==> config.mk <==
export PLATFORM = sky130hd
export DESIGN_NAME = ads_frame_responder
export DESIGN_NICKNAME = d
export VERILOG_FILES = /design/src/rtl/boreal_ads_pkg.sv /design/src/rtl/spi_edge_sync.sv /design/src/rtl/ads_frame_responder.sv
export SDC_FILE = /design/constraint.sdc
export NUM_CORES = 2
export LEC_CHECK = 0
export CORE_ASPECT_RATIO = 0.9
export CORE_MARGIN = 2
export CORE_UTILIZATION = 55
export DETAILED_ROUTE_END_ITERATION = 10
export GPL_ROUTABILITY_DRIVEN = 0
export PLACE_DENSITY_LB_ADDON = 0.3
export SYNTH_ARGS = -nofsm -noshare
export SYNTH_HDL_FRONTEND = slang
export SYNTH_SLANG_ARGS = --single-unit
==> constraint.sdc <==
create_clock -name clk -period 2.5 [get_ports clk]
set_input_delay 0.5 -clock clk [delete_from_list [all_inputs] [get_ports clk]]
set_output_delay 0.5 -clock clk [all_outputs]
set_load 0.02 [all_outputs]
==> src/rtl/boreal_ads_pkg.sv <==
`default_nettype none
//------------------------------------------------------------------------------
// Module  : boreal_ads_pkg
// Brief   : Shared constants, state encoding and helpers for the ADS1299-style
//           frame responder (ADC-side SPI slave model).
// Rev     : 1.0  initial release
//------------------------------------------------------------------------------
package boreal_ads_pkg;

    // Every word on the wire (status and channel samples) is 24 bits wide
    localparam int ADS_WORD_W = 24;

    // Status word placed ahead of the channel data in each frame
    localparam logic [ADS_WORD_W-1:0] ADS_STATUS_WORD_DEFAULT = 24'hC00000;

    // Responder protocol states
    typedef enum logic [1:0] {
        IDLE  = 2'd0,
        READY = 2'd1,
        SHIFT = 2'd2,
        DONE  = 2'd3
    } ads_state_t;

    // Total serial bits in one frame: status word plus one word per channel
    function automatic int frame_bits(input int nch);
        return ADS_WORD_W * (nch + 1);
    endfunction

endpackage
`default_nettype wire

==> src/rtl/spi_edge_sync.sv <==
`default_nettype none
//------------------------------------------------------------------------------
// Module  : spi_edge_sync
// Brief   : Two-flop synchronizer for an asynchronous SPI pin followed by
//           registered single-cycle rise/fall pulses in the clk domain.
// Rev     : 1.0  initial release
//------------------------------------------------------------------------------
module spi_edge_sync #(
    parameter logic RESET_VAL = 1'b0
) (
    input  logic clk,
    input  logic rst,
    input  logic i_pin,
    output logic o_rise,
    output logic o_fall
);

    logic r_meta;
    logic r_sync;
    logic r_prev;
    logic r_rise;
    logic r_fall;

    // Synchronize the pin, remember the previous level and register edge pulses
    always_ff @(posedge clk) begin
        if (rst) begin
            r_meta <= RESET_VAL;
            r_sync <= RESET_VAL;
            r_prev <= RESET_VAL;
            r_rise <= 1'b0;
            r_fall <= 1'b0;
        end else begin
            r_meta <= i_pin;
            r_sync <= r_meta;
            r_prev <= r_sync;
            r_rise <= r_sync & ~r_prev;
            r_fall <= ~r_sync & r_prev;
        end
    end

    assign o_rise = r_rise;
    assign o_fall = r_fall;

endmodule
`default_nettype wire

==> src/rtl/ads_frame_responder.sv <==
`default_nettype none
//------------------------------------------------------------------------------
// Module  : ads_frame_responder
// Brief   : ADC-side model of an ADS1299-style front end. Periodically latches
//           a sample frame, signals DRDY and shifts the frame out on MISO in
//           SPI mode 1, MSB first. Samples arrive through a one-entry
//           valid/ready holding buffer.
// Rev     : 1.0  initial release
//------------------------------------------------------------------------------
module ads_frame_responder
    import boreal_ads_pkg::*;
#(
    parameter int                     NCH         = 8,
    parameter int                     SAMPLE_DIV  = 400000,
    parameter logic [ADS_WORD_W-1:0]  STATUS_WORD = ADS_STATUS_WORD_DEFAULT,
    parameter int                     CNT_W       = 16
) (
    input  logic                      clk,
    input  logic                      rst,
    input  logic                      sample_valid,
    input  logic [NCH*ADS_WORD_W-1:0] sample_data,
    output logic                      sample_ready,
    input  logic                      ads_sclk,
    input  logic                      ads_cs_n,
    output logic                      ads_drdy_n,
    output logic                      ads_miso,
    output logic                      frame_done,
    output logic                      frame_abort,
    output logic [CNT_W-1:0]          underrun_cnt,
    output logic [CNT_W-1:0]          overrun_cnt
);

    localparam int c_DATA_W     = NCH * ADS_WORD_W;
    localparam int c_FRAME_BITS = frame_bits(NCH);
    localparam int c_BITCNT_W   = $clog2(c_FRAME_BITS + 1);
    localparam int c_DIV_W      = (SAMPLE_DIV > 1) ? $clog2(SAMPLE_DIV) : 1;

    localparam logic [c_BITCNT_W-1:0] c_FB_CNT   = c_BITCNT_W'(c_FRAME_BITS);
    localparam logic [c_DIV_W-1:0]    c_DIV_LAST = c_DIV_W'(SAMPLE_DIV - 1);
    localparam logic [CNT_W-1:0]      c_CNT_MAX  = {CNT_W{1'b1}};

    // Synchronized SPI edge strobes
    logic w_sclk_rise;
    logic w_sclk_fall;
    logic w_cs_rise;
    logic w_cs_fall;

    spi_edge_sync #(.RESET_VAL(1'b0)) u_sclk_sync (
        .clk    (clk),
        .rst    (rst),
        .i_pin  (ads_sclk),
        .o_rise (w_sclk_rise),
        .o_fall (w_sclk_fall)
    );

    // CS idles high, so its synchronizer comes out of reset deasserted
    spi_edge_sync #(.RESET_VAL(1'b1)) u_cs_sync (
        .clk    (clk),
        .rst    (rst),
        .i_pin  (ads_cs_n),
        .o_rise (w_cs_rise),
        .o_fall (w_cs_fall)
    );

    // State and datapath registers
    ads_state_t                 r_state;
    ads_state_t                 w_state_nxt;
    logic [c_DIV_W-1:0]         r_div;
    logic [c_DATA_W-1:0]        r_buf;
    logic                       r_buf_empty;
    logic [c_FRAME_BITS-1:0]    r_shift;
    logic [c_FRAME_BITS-1:0]    r_last;
    logic [c_BITCNT_W-1:0]      r_bitcnt;
    logic                       r_drdy_n;
    logic                       r_miso;
    logic                       r_frame_done;
    logic                       r_frame_abort;
    logic [CNT_W-1:0]           r_underrun;
    logic [CNT_W-1:0]           r_overrun;

    // Control strobes from the state machine
    logic                       w_tick;
    logic                       w_drdy_nxt;
    logic                       w_miso_nxt;
    logic                       w_done;
    logic                       w_abort;
    logic                       w_load;
    logic                       w_shift_en;
    logic                       w_bit_clr;
    logic                       w_ovr;

    // Frame-load source selection
    logic                       w_from_buf;
    logic                       w_bypass;
    logic                       w_underrun;
    logic                       w_accept;
    logic [c_FRAME_BITS-1:0]    w_load_frame;

    assign w_tick     = (r_div == c_DIV_LAST);
    assign w_accept   = sample_valid & r_buf_empty;
    assign w_from_buf = w_load & ~r_buf_empty;
    assign w_bypass   = w_load & r_buf_empty & sample_valid;
    assign w_underrun = w_load & r_buf_empty & ~sample_valid;

    // A full buffer wins; otherwise same-cycle input data; otherwise repeat
    assign w_load_frame = w_from_buf ? {STATUS_WORD, r_buf} :
                          w_bypass   ? {STATUS_WORD, sample_data} :
                                       r_last;

    // Sample-rate divider producing a one-cycle tick every SAMPLE_DIV clocks
    always_ff @(posedge clk) begin
        if (rst) begin
            r_div <= '0;
        end else if (w_tick) begin
            r_div <= '0;
        end else begin
            r_div <= r_div + 1'b1;
        end
    end

    // State register
    always_ff @(posedge clk) begin
        if (rst) begin
            r_state <= IDLE;
        end else begin
            r_state <= w_state_nxt;
        end
    end

    // Next-state and control decode; chip-select edges take priority over
    // ticks, and any tick that cannot load a frame counts as an overrun
    always_comb begin
        w_state_nxt = r_state;
        w_drdy_nxt  = r_drdy_n;
        w_miso_nxt  = r_miso;
        w_done      = 1'b0;
        w_abort     = 1'b0;
        w_load      = 1'b0;
        w_shift_en  = 1'b0;
        w_bit_clr   = 1'b0;
        w_ovr       = 1'b0;
        case (r_state)
            IDLE: begin
                w_drdy_nxt = 1'b1;
                if (w_cs_fall) begin
                    w_state_nxt = SHIFT;
                    w_bit_clr   = 1'b1;
                    w_ovr       = w_tick;
                end else if (w_tick) begin
                    w_load      = 1'b1;
                    w_drdy_nxt  = 1'b0;
                    w_state_nxt = READY;
                end
            end
            READY: begin
                // A tick here blips DRDY high for exactly one cycle
                w_drdy_nxt = 1'b0;
                if (w_cs_fall) begin
                    w_state_nxt = SHIFT;
                    w_bit_clr   = 1'b1;
                    w_ovr       = w_tick;
                end else if (w_tick) begin
                    w_ovr      = 1'b1;
                    w_load     = 1'b1;
                    w_drdy_nxt = 1'b1;
                end
            end
            SHIFT: begin
                w_ovr = w_tick;
                if (w_cs_rise) begin
                    w_abort     = (r_bitcnt < c_FB_CNT);
                    w_miso_nxt  = 1'b0;
                    w_drdy_nxt  = 1'b1;
                    w_state_nxt = IDLE;
                end else begin
                    if (w_sclk_rise) begin
                        if (r_bitcnt < c_FB_CNT) begin
                            w_miso_nxt = r_shift[c_FRAME_BITS-1];
                            w_shift_en = 1'b1;
                        end else begin
                            w_miso_nxt = 1'b0;
                        end
                    end
                    if (w_sclk_fall) begin
                        w_drdy_nxt = 1'b1;
                        if (r_bitcnt == c_FB_CNT) begin
                            w_done      = 1'b1;
                            w_state_nxt = DONE;
                        end
                    end
                end
            end
            DONE: begin
                w_ovr = w_tick;
                if (w_sclk_rise) begin
                    w_miso_nxt = 1'b0;
                end
                if (w_cs_rise) begin
                    w_miso_nxt  = 1'b0;
                    w_drdy_nxt  = 1'b1;
                    w_state_nxt = IDLE;
                end
            end
            default: begin
                w_state_nxt = IDLE;
            end
        endcase
    end

    // Holding buffer, frame shifter, bit counter, outputs and counters
    always_ff @(posedge clk) begin
        if (rst) begin
            r_buf         <= '0;
            r_buf_empty   <= 1'b1;
            r_shift       <= {STATUS_WORD, {c_DATA_W{1'b0}}};
            r_last        <= {STATUS_WORD, {c_DATA_W{1'b0}}};
            r_bitcnt      <= '0;
            r_drdy_n      <= 1'b1;
            r_miso        <= 1'b0;
            r_frame_done  <= 1'b0;
            r_frame_abort <= 1'b0;
            r_underrun    <= '0;
            r_overrun     <= '0;
        end else begin
            if (w_from_buf) begin
                r_buf_empty <= 1'b1;
            end else if (w_accept && !w_load) begin
                r_buf       <= sample_data;
                r_buf_empty <= 1'b0;
            end

            if (w_load) begin
                r_shift <= w_load_frame;
                r_last  <= w_load_frame;
            end else if (w_shift_en) begin
                r_shift <= {r_shift[c_FRAME_BITS-2:0], 1'b0};
            end

            if (w_bit_clr) begin
                r_bitcnt <= '0;
            end else if (w_shift_en) begin
                r_bitcnt <= r_bitcnt + 1'b1;
            end

            r_drdy_n      <= w_drdy_nxt;
            r_miso        <= w_miso_nxt;
            r_frame_done  <= w_done;
            r_frame_abort <= w_abort;

            if (w_underrun && (r_underrun != c_CNT_MAX)) begin
                r_underrun <= r_underrun + 1'b1;
            end
            if (w_ovr && (r_overrun != c_CNT_MAX)) begin
                r_overrun <= r_overrun + 1'b1;
            end
        end
    end

    assign sample_ready = r_buf_empty;
    assign ads_drdy_n   = r_drdy_n;
    assign ads_miso     = r_miso;
    assign frame_done   = r_frame_done;
    assign frame_abort  = r_frame_abort;
    assign underrun_cnt = r_underrun;
    assign overrun_cnt  = r_overrun;

endmodule
`default_nettype wire

---- Word-level counts from Yosys, hierarchy flattened ----
Cells that the tools add are included.
cells by class
  order comparisons ....................... 1
  add/subtract/negate cells ............... 4
  bitwise logic cells ..................... 19
  reductions and logical operators ........ 18
  mux-type cells .......................... 37
  equal/unequal tests ..................... 14
operator list
  cell                   count
  $mux 216               4
  $add 16x1->16 const B  2
  $ne 16x16->1 const B   2
  $mux 1                 22
  $add 19x1->19 const B  1
  $eq 19x19->1 const B   1
  $mux 2                 7
  $not 1->1              10
  $reduce_or 2->1        5
  $and 1x1->1            9
  $ne 3x1->1 const B     3
  $add 8x1->8 const B    1
  $eq 8x8->1 const B     1
  $lt 8x8->1 const B     1
  $pmux 2 s4             1
  $ne 3x2->1 const B     2
  $reduce_and 5->1       1
  $eq 2x2->1 const B     2
  $ne 2x1->1 const B     2
  $pmux 1 s4             1
  $reduce_and 2->1       2
  $reduce_bool 2->1      2
  $reduce_or 4->1        1
  $logic_and 1x1->1      3
  7 further kinds        7
storage, ports and cells
  output and inout port bits .............. 37
  logic and storage cells ................. 116
  register bits after elaboration ......... 700
  bits of input ports ..................... 197

---- Depth between registers and ports, before layout ----
  depth after elaboration ................. 9
  mapped depth ............................ 10
  mapped depth without buffers ............ 6

---- Modules after synthesis ----
A second synthesis with hierarchy kept.
unflattened totals
  cells, all modules ...................... 3,498
  area, all modules ....................... 30,341.6 µm²
modules (own cells, without submodules)
  module               cells each  area an instance (µm²)  instances  seq. area each (µm²)
  ads_frame_responder  3,478       30,073.8                1          13,813.2
  spi_edge_sync        10          133.9                   2          100.1

---- Worst setup path after synthesis ----
OpenSTA, ideal clock, no wires.
  path type ............................... flip-flop to flip-flop
  start point ............................. register r_div[0]
  end point ............................... register r_overrun[13] (netlist: overrun_cnt[13])
  library setup time ...................... 0.070 ns
  path buffers ............................ 2
  arrival ................................. 2.075 ns
  setup slack ............................. 0.355 ns
  stages on the path, launching flop included .. 9
  required time ........................... 2.430 ns
  period minus slack after synthesis ...... 2.145 ns
  cells stage by stage .................... dfxtp_1 -> ha_1 -> and3_1 -> buf_2 -> nand4_4 -> or4_1 -> buf_2 -> or3_1 -> a21oi_1
on the way
  cells in the longest elaborated chain, start to end .. 5
  elaborated cells between the ends (all ways) .. 6
  those cells by class .................... eq/ne: 1; mux: 4; reduce/logical: 1
RTL lines
  item                    RTL line                    RTL
  start, declared         ads_frame_responder.sv:68   logic [c_DIV_W-1:0] r_div;
  start signal, assigned  ads_frame_responder.sv:117  r_div <= r_div + 1'b1;
  $eq 19x19->1 *          ads_frame_responder.sv:99   assign w_tick = (r_div == c_DIV_LAST);
  $mux 1                  ads_frame_responder.sv:162  end else if (w_tick) begin
  $mux 1                  ads_frame_responder.sv:158  if (w_cs_fall) begin
  $pmux 1 s3 *            ads_frame_responder.sv:142  case (r_state)
  $logic_and 1x1->1 *     ads_frame_responder.sv:253  if (w_ovr && (r_overrun != c_CNT_MAX)) begin
  end signal, assigned    ads_frame_responder.sv:254  r_overrun <= r_overrun + 1'b1;
  end, declared           ads_frame_responder.sv:79   logic [CNT_W-1:0] r_overrun;
Mark *: on every way between the ends. The rest lies on a longest branch, timed or not.
A chain may end at the register's enable or synchronous reset.

---- Worst setup path after layout ----
  start point ............................. register r_buf_empty (netlist: sample_ready)
  end point ............................... output port sample_ready
RTL lines
  item                    RTL line                    RTL
  start, declared         ads_frame_responder.sv:70   logic r_buf_empty;
  start signal, assigned  ads_frame_responder.sv:214  r_buf_empty <= 1'b1;
  start signal, assigned  ads_frame_responder.sv:226  r_buf_empty <= 1'b1;
  start signal, assigned  ads_frame_responder.sv:229  r_buf_empty <= 1'b0;
  end, declared           ads_frame_responder.sv:22   output logic sample_ready,
No word-level cell between the ends.

==> metrics.md <==
| Metric | Value |
|---|---|
| P&R area growth vs syn | 19.8% |
| Worst Skew | 0.0263 ns |
| PwrDens | 677 nW/um2 |
| CP cell instances | buf_16, clkdlybuf4s50_1 |
| DRT iter0 DRCs | ~1,600 |
| Sequential fraction of the synthesis area | between 40 and 50% |
| Reg-to-reg endpoint | overrun_cnt[12]$_SDFFE_PP0P_ |
| Detailed placer's ending HPWL | 44.5 mm |
| All-layer global routing usage | 24.8% |
| Top achievable clock speed | between 0.4 and 0.5 GHz |
| DR WL/cell | between 15 and 20 um |
| Antenna violations before repair | 0 |
| XOR/XNOR Fraction of Synth Area | 0.841% |
| Setup violations, final | 0 |
| Critical R2R Launch | r_div[0]$_SDFF_PP0_ |
| Via count | 25,700 |
| Cell Count, Final, Fillers Out | 4,596 |
| Total wire length | 72.1 mm |
| Primary FF master, synth | dfxtp_1 |
| Flop pwr share | 46.7% |
| Gate power share | ~8% |
| Startpoint Class | register |
| Synth Area in Compound Gates | 16.7% |
| Arr. time, crit path | 1.92 ns |
| Worst Path Max Fanout | 43 |
| Starting Density | 55.6% |
| Global-route wire length before repair | ~120 mm |
| CTS tree | yes |
| Distinct cell type count of the synthesized netlist | between 40 and 50 |
| Remaining DRCs | 0 |
| Internal power | 0.0189 W |
| Simple-gate share of the synthesized area | approximately a fifth |
| Worst hold path class | primary input to register |
| Slowest CP cell | clkdlybuf4s50_1 |
| Syn nets | just under 4,000 |
| Number of H-tree levels | 3 |
| Post-Place Cells | 4,468 |
| DIE AREA | 56,800 um2 |
| Mapped Area | around 30,000 um2 |
| Critical path's top delay family | buffers and inverters |
| Vias in the first global route | 23,600 |
| Die width | 251 um |
| Nature of the critical path endpoint | primary output |
| Buffers & Inverters on Critical Path | 2 |
| IO Port Bufs | about 230 |
| Routed Antenna Nets | 0 |
| Cts bufs inserted | 73 |
| EDFF count, synth | 0 |
| Pins Over Slew Limit | 0 |
| RSZ-0062 raised after global routing | false |
| Setup crit end | sample_ready |
| Worst-case clock buffer depth | 3 |
| Main combinational cell family by area after synthesis | simple AND/OR/NAND/NOR gates |
| Async S/R FF share, synth | 0% |
| Clock power share | 45.5% |
| Max cap viols | 0 |
| R2R cell count | 6 |
| Max_slew headroom | 56.6% |
| Drt pass-1 iters | 6 |
| #FFs+latches synth | 700 |
| Sum of negative setup slack | 0 ns |
| Critical path depth | 2 |
| Final Hold Viols | 0 |
| Slowest stage delay, CP | around 0.65 ns |
| Synthesized area per cell | 8.08 um2 |
| Tot Pwr | 0.0245 W |
| Least-Margin Pin Slew | 0.651 ns |
| Sw Pwr | approximately 0.0056 W |
| Outcome | finished, final reports clean |
| Multiplexer share of the synthesized area | 12.8% |
| R2r setup slk | 0.18 ns |
| Period utilization | 96.7% |
| Largest net degree at the start of global routing | 118 |
| Clk_lat worst skew | 0.61 ns |
| Crit. Startpoint | sample_ready$_SDFFE_PP1P_ |
| Leak Pwr | 14.5 nW |
| Synthesis Warnings | 0 |
| Layout cell share with drive strength beyond 1 | 6.07% |
| Fin nets | 4,041 |
| Critical path type | register to primary output |
| FP Rows | 81 |
| Worst vdd ir | between 0.5 and 0.6 mV |
| # clock sinks | 700 |
| Ant. Diodes | 0 |
| Switching portion of total power | 22.9% |
| Core area | 54,300 um2 |
| Grt ovf | 0 |
| Root buffer cell | clkbuf_16 |
| Gate Count Post-Synth | 3,741 |
| Post CTS Setup Buffer Count | 0 |
| Die H | 226 um |
| CP Data Required Time | roughly 2 ns |
| # IOs | 234 |
| Via/cell ratio | 5.59 |
| Synth Area in Adders | 0.207% |
| Clk slew on worst S/H paths | approximately 0.060 ns |
| Post-layout minimum cycle time | 2.42 ns |
-- flip-flops by register name (all words and copies together) (netlist names), 2 cells and up --
register and count:
r_shift 216, r_div 19, r_buf 192, r_last 216, overrun_cnt 16, underrun_cnt 16
r_state 2, r_bitcnt 8
-- per-layer routing --
| metal | global-route usage [%] | wire length [um] | part of all wire, % | vias up |
|---|---|---|---|---|
| met1 | 34.9 | 34400 | 48 | 12100 |
| met2 | 39.8 | 32800 | 46 | 546 |
| li1 | - | - | - | 13000 |
| met5 | 0 | 0 | 0 | - |
| met4 | 6.51 | 1420 | 2.0 | 0 |
| met3 | 3.98 | 3490 | 4.8 | 114 |
-- cell type report --
cell class,count,area [um2]
Inverter,9,33.8
Clock buffer,110,2220
Multi-Input combinational cell,2722,15000
Sequential cell,700,14000
Clock inverter,17,263
Tap cell,705,882
Fill cell,4462,18100
Timing Repair Buffer,333,3810
-- power groups by stage --
stage | Sequential, W | Clock [W] | Combinational [W]
2_1_floorplan | 0.0117 | 0 | 0.00112
3_3_place_gp | 0.0117 | 0 | 0.00188
3_5_place_dp | 0.0117 | 0 | 0.00190
4_1_cts | 0.0114 | 0.0113 | 0.00193
5_1_grt | 0.0115 | 0.0118 | 0.00212
6_report | 0.0114 | 0.0111 | 0.00193
-- worst min-delay path by stage --
stage	start	end	slack [ns]	cells after the start
4_1_cts	rst	frame_done$_SDFF_PP0_	0.27	2
6_report	rst	frame_done$_SDFF_PP0_	0.29	2
3_3_place_gp	u_sclk_sync.r_sync$_SDFF_PP0_	u_sclk_sync.o_fall$_SDFF_PP0_	0.39	1
3_5_place_dp	u_cs_sync.r_meta$_SDFF_PP1_	u_cs_sync.r_sync$_SDFF_PP1_	0.39	1
5_1_grt	rst	frame_done$_SDFF_PP0_	0.29	2
2_1_floorplan	u_sclk_sync.r_prev$_SDFF_PP0_	u_sclk_sync.o_rise$_SDFF_PP0_	0.38	1
-- through the flow --
| stage | cell area, um2 | worst slack [ns] | hold WS [ns] | utilization, % |
|---|---|---|---|---|
| 5_1_grt | 36200 | 0.0300 | 0.285 | 66.6 |
| 6_report | 36200 | 0.0832 | 0.290 | 66.6 |
| 3_3_place_gp | 33700 | 0.234 | 0.394 | 62.0 |
| 4_1_cts | 36200 | 0.0454 | 0.267 | 66.6 |
| 2_1_floorplan | 30200 | 0.355 | 0.383 | - |
| 3_5_place_dp | 33700 | 0.184 | 0.394 | 62.0 |
-- kinds of logic (layout without fill, tap and decap cells) --
kind of cell / Yosys count / after routing
simple gates: 1416 / 1416
compound gates: 887 / 887
flops: 700 / 700
mux: 385 / 385
buf+inv: 319 / 469
xor+xnor: 29 / 29
fa+ha+maj: 5 / 5
-- synthesized netlist by cell type, types with 5 or more instances --
master / n / area (um2)
nand2_1: 818 / 3070
dfxtp_1: 700 / 14000
a21oi_1: 606 / 3030
nor2_1: 449 / 1690
mux2i_1: 385 / 3850
clkbuf_1: 218 / 818
a211oi_1: 213 / 1600
buf_2: 76 / 380
o21ai_0: 45 / 225
nand3_1: 25 / 125
and2_1: 24 / 150
or3_1: 18 / 113
buf_1: 15 / 56.3
xnor2_1: 15 / 131
xor2_1: 14 / 123
nand4_1: 13 / 81.3
and3_1: 10 / 62.6
nor3_1: 10 / 50.1
nor4_1: 10 / 62.6
inv_1: 9 / 33.8
nand2b_1: 7 / 43.8
or2_2: 7 / 43.8
nor2b_1: 6 / 37.5
a31oi_1: 5 / 31.3
ha_1: 5 / 62.6
or4_1: 5 / 37.5
-- placed cells by master (no fill, tap or decap), types with 9 or more instances in the layout --
cell type          n
a211oi_1         213
a21oi_1          606
and2_1            24
buf_12            54
buf_4             44
clkbuf_1          14
clkbuf_16         75
clkbuf_8          21
clkdlybuf4s50_1  231
dfxtp_1          699
inv_1              9
mux2i_1          385
nand2_1          818
nand3_1           24
nand4_1           13
nor2_1           449
nor3_1            10
nor4_1            10
o21ai_0           43
or3_1             18
xnor2_1           15
xor2_1            14
-- timing repair --
action,CTS,global route
setup endpoints to repair,1,6
gates cloned,1,0
gates resized for setup,1,2
hold buffers,0,0
Note: power is estimated with default switching activity, not from simulation.
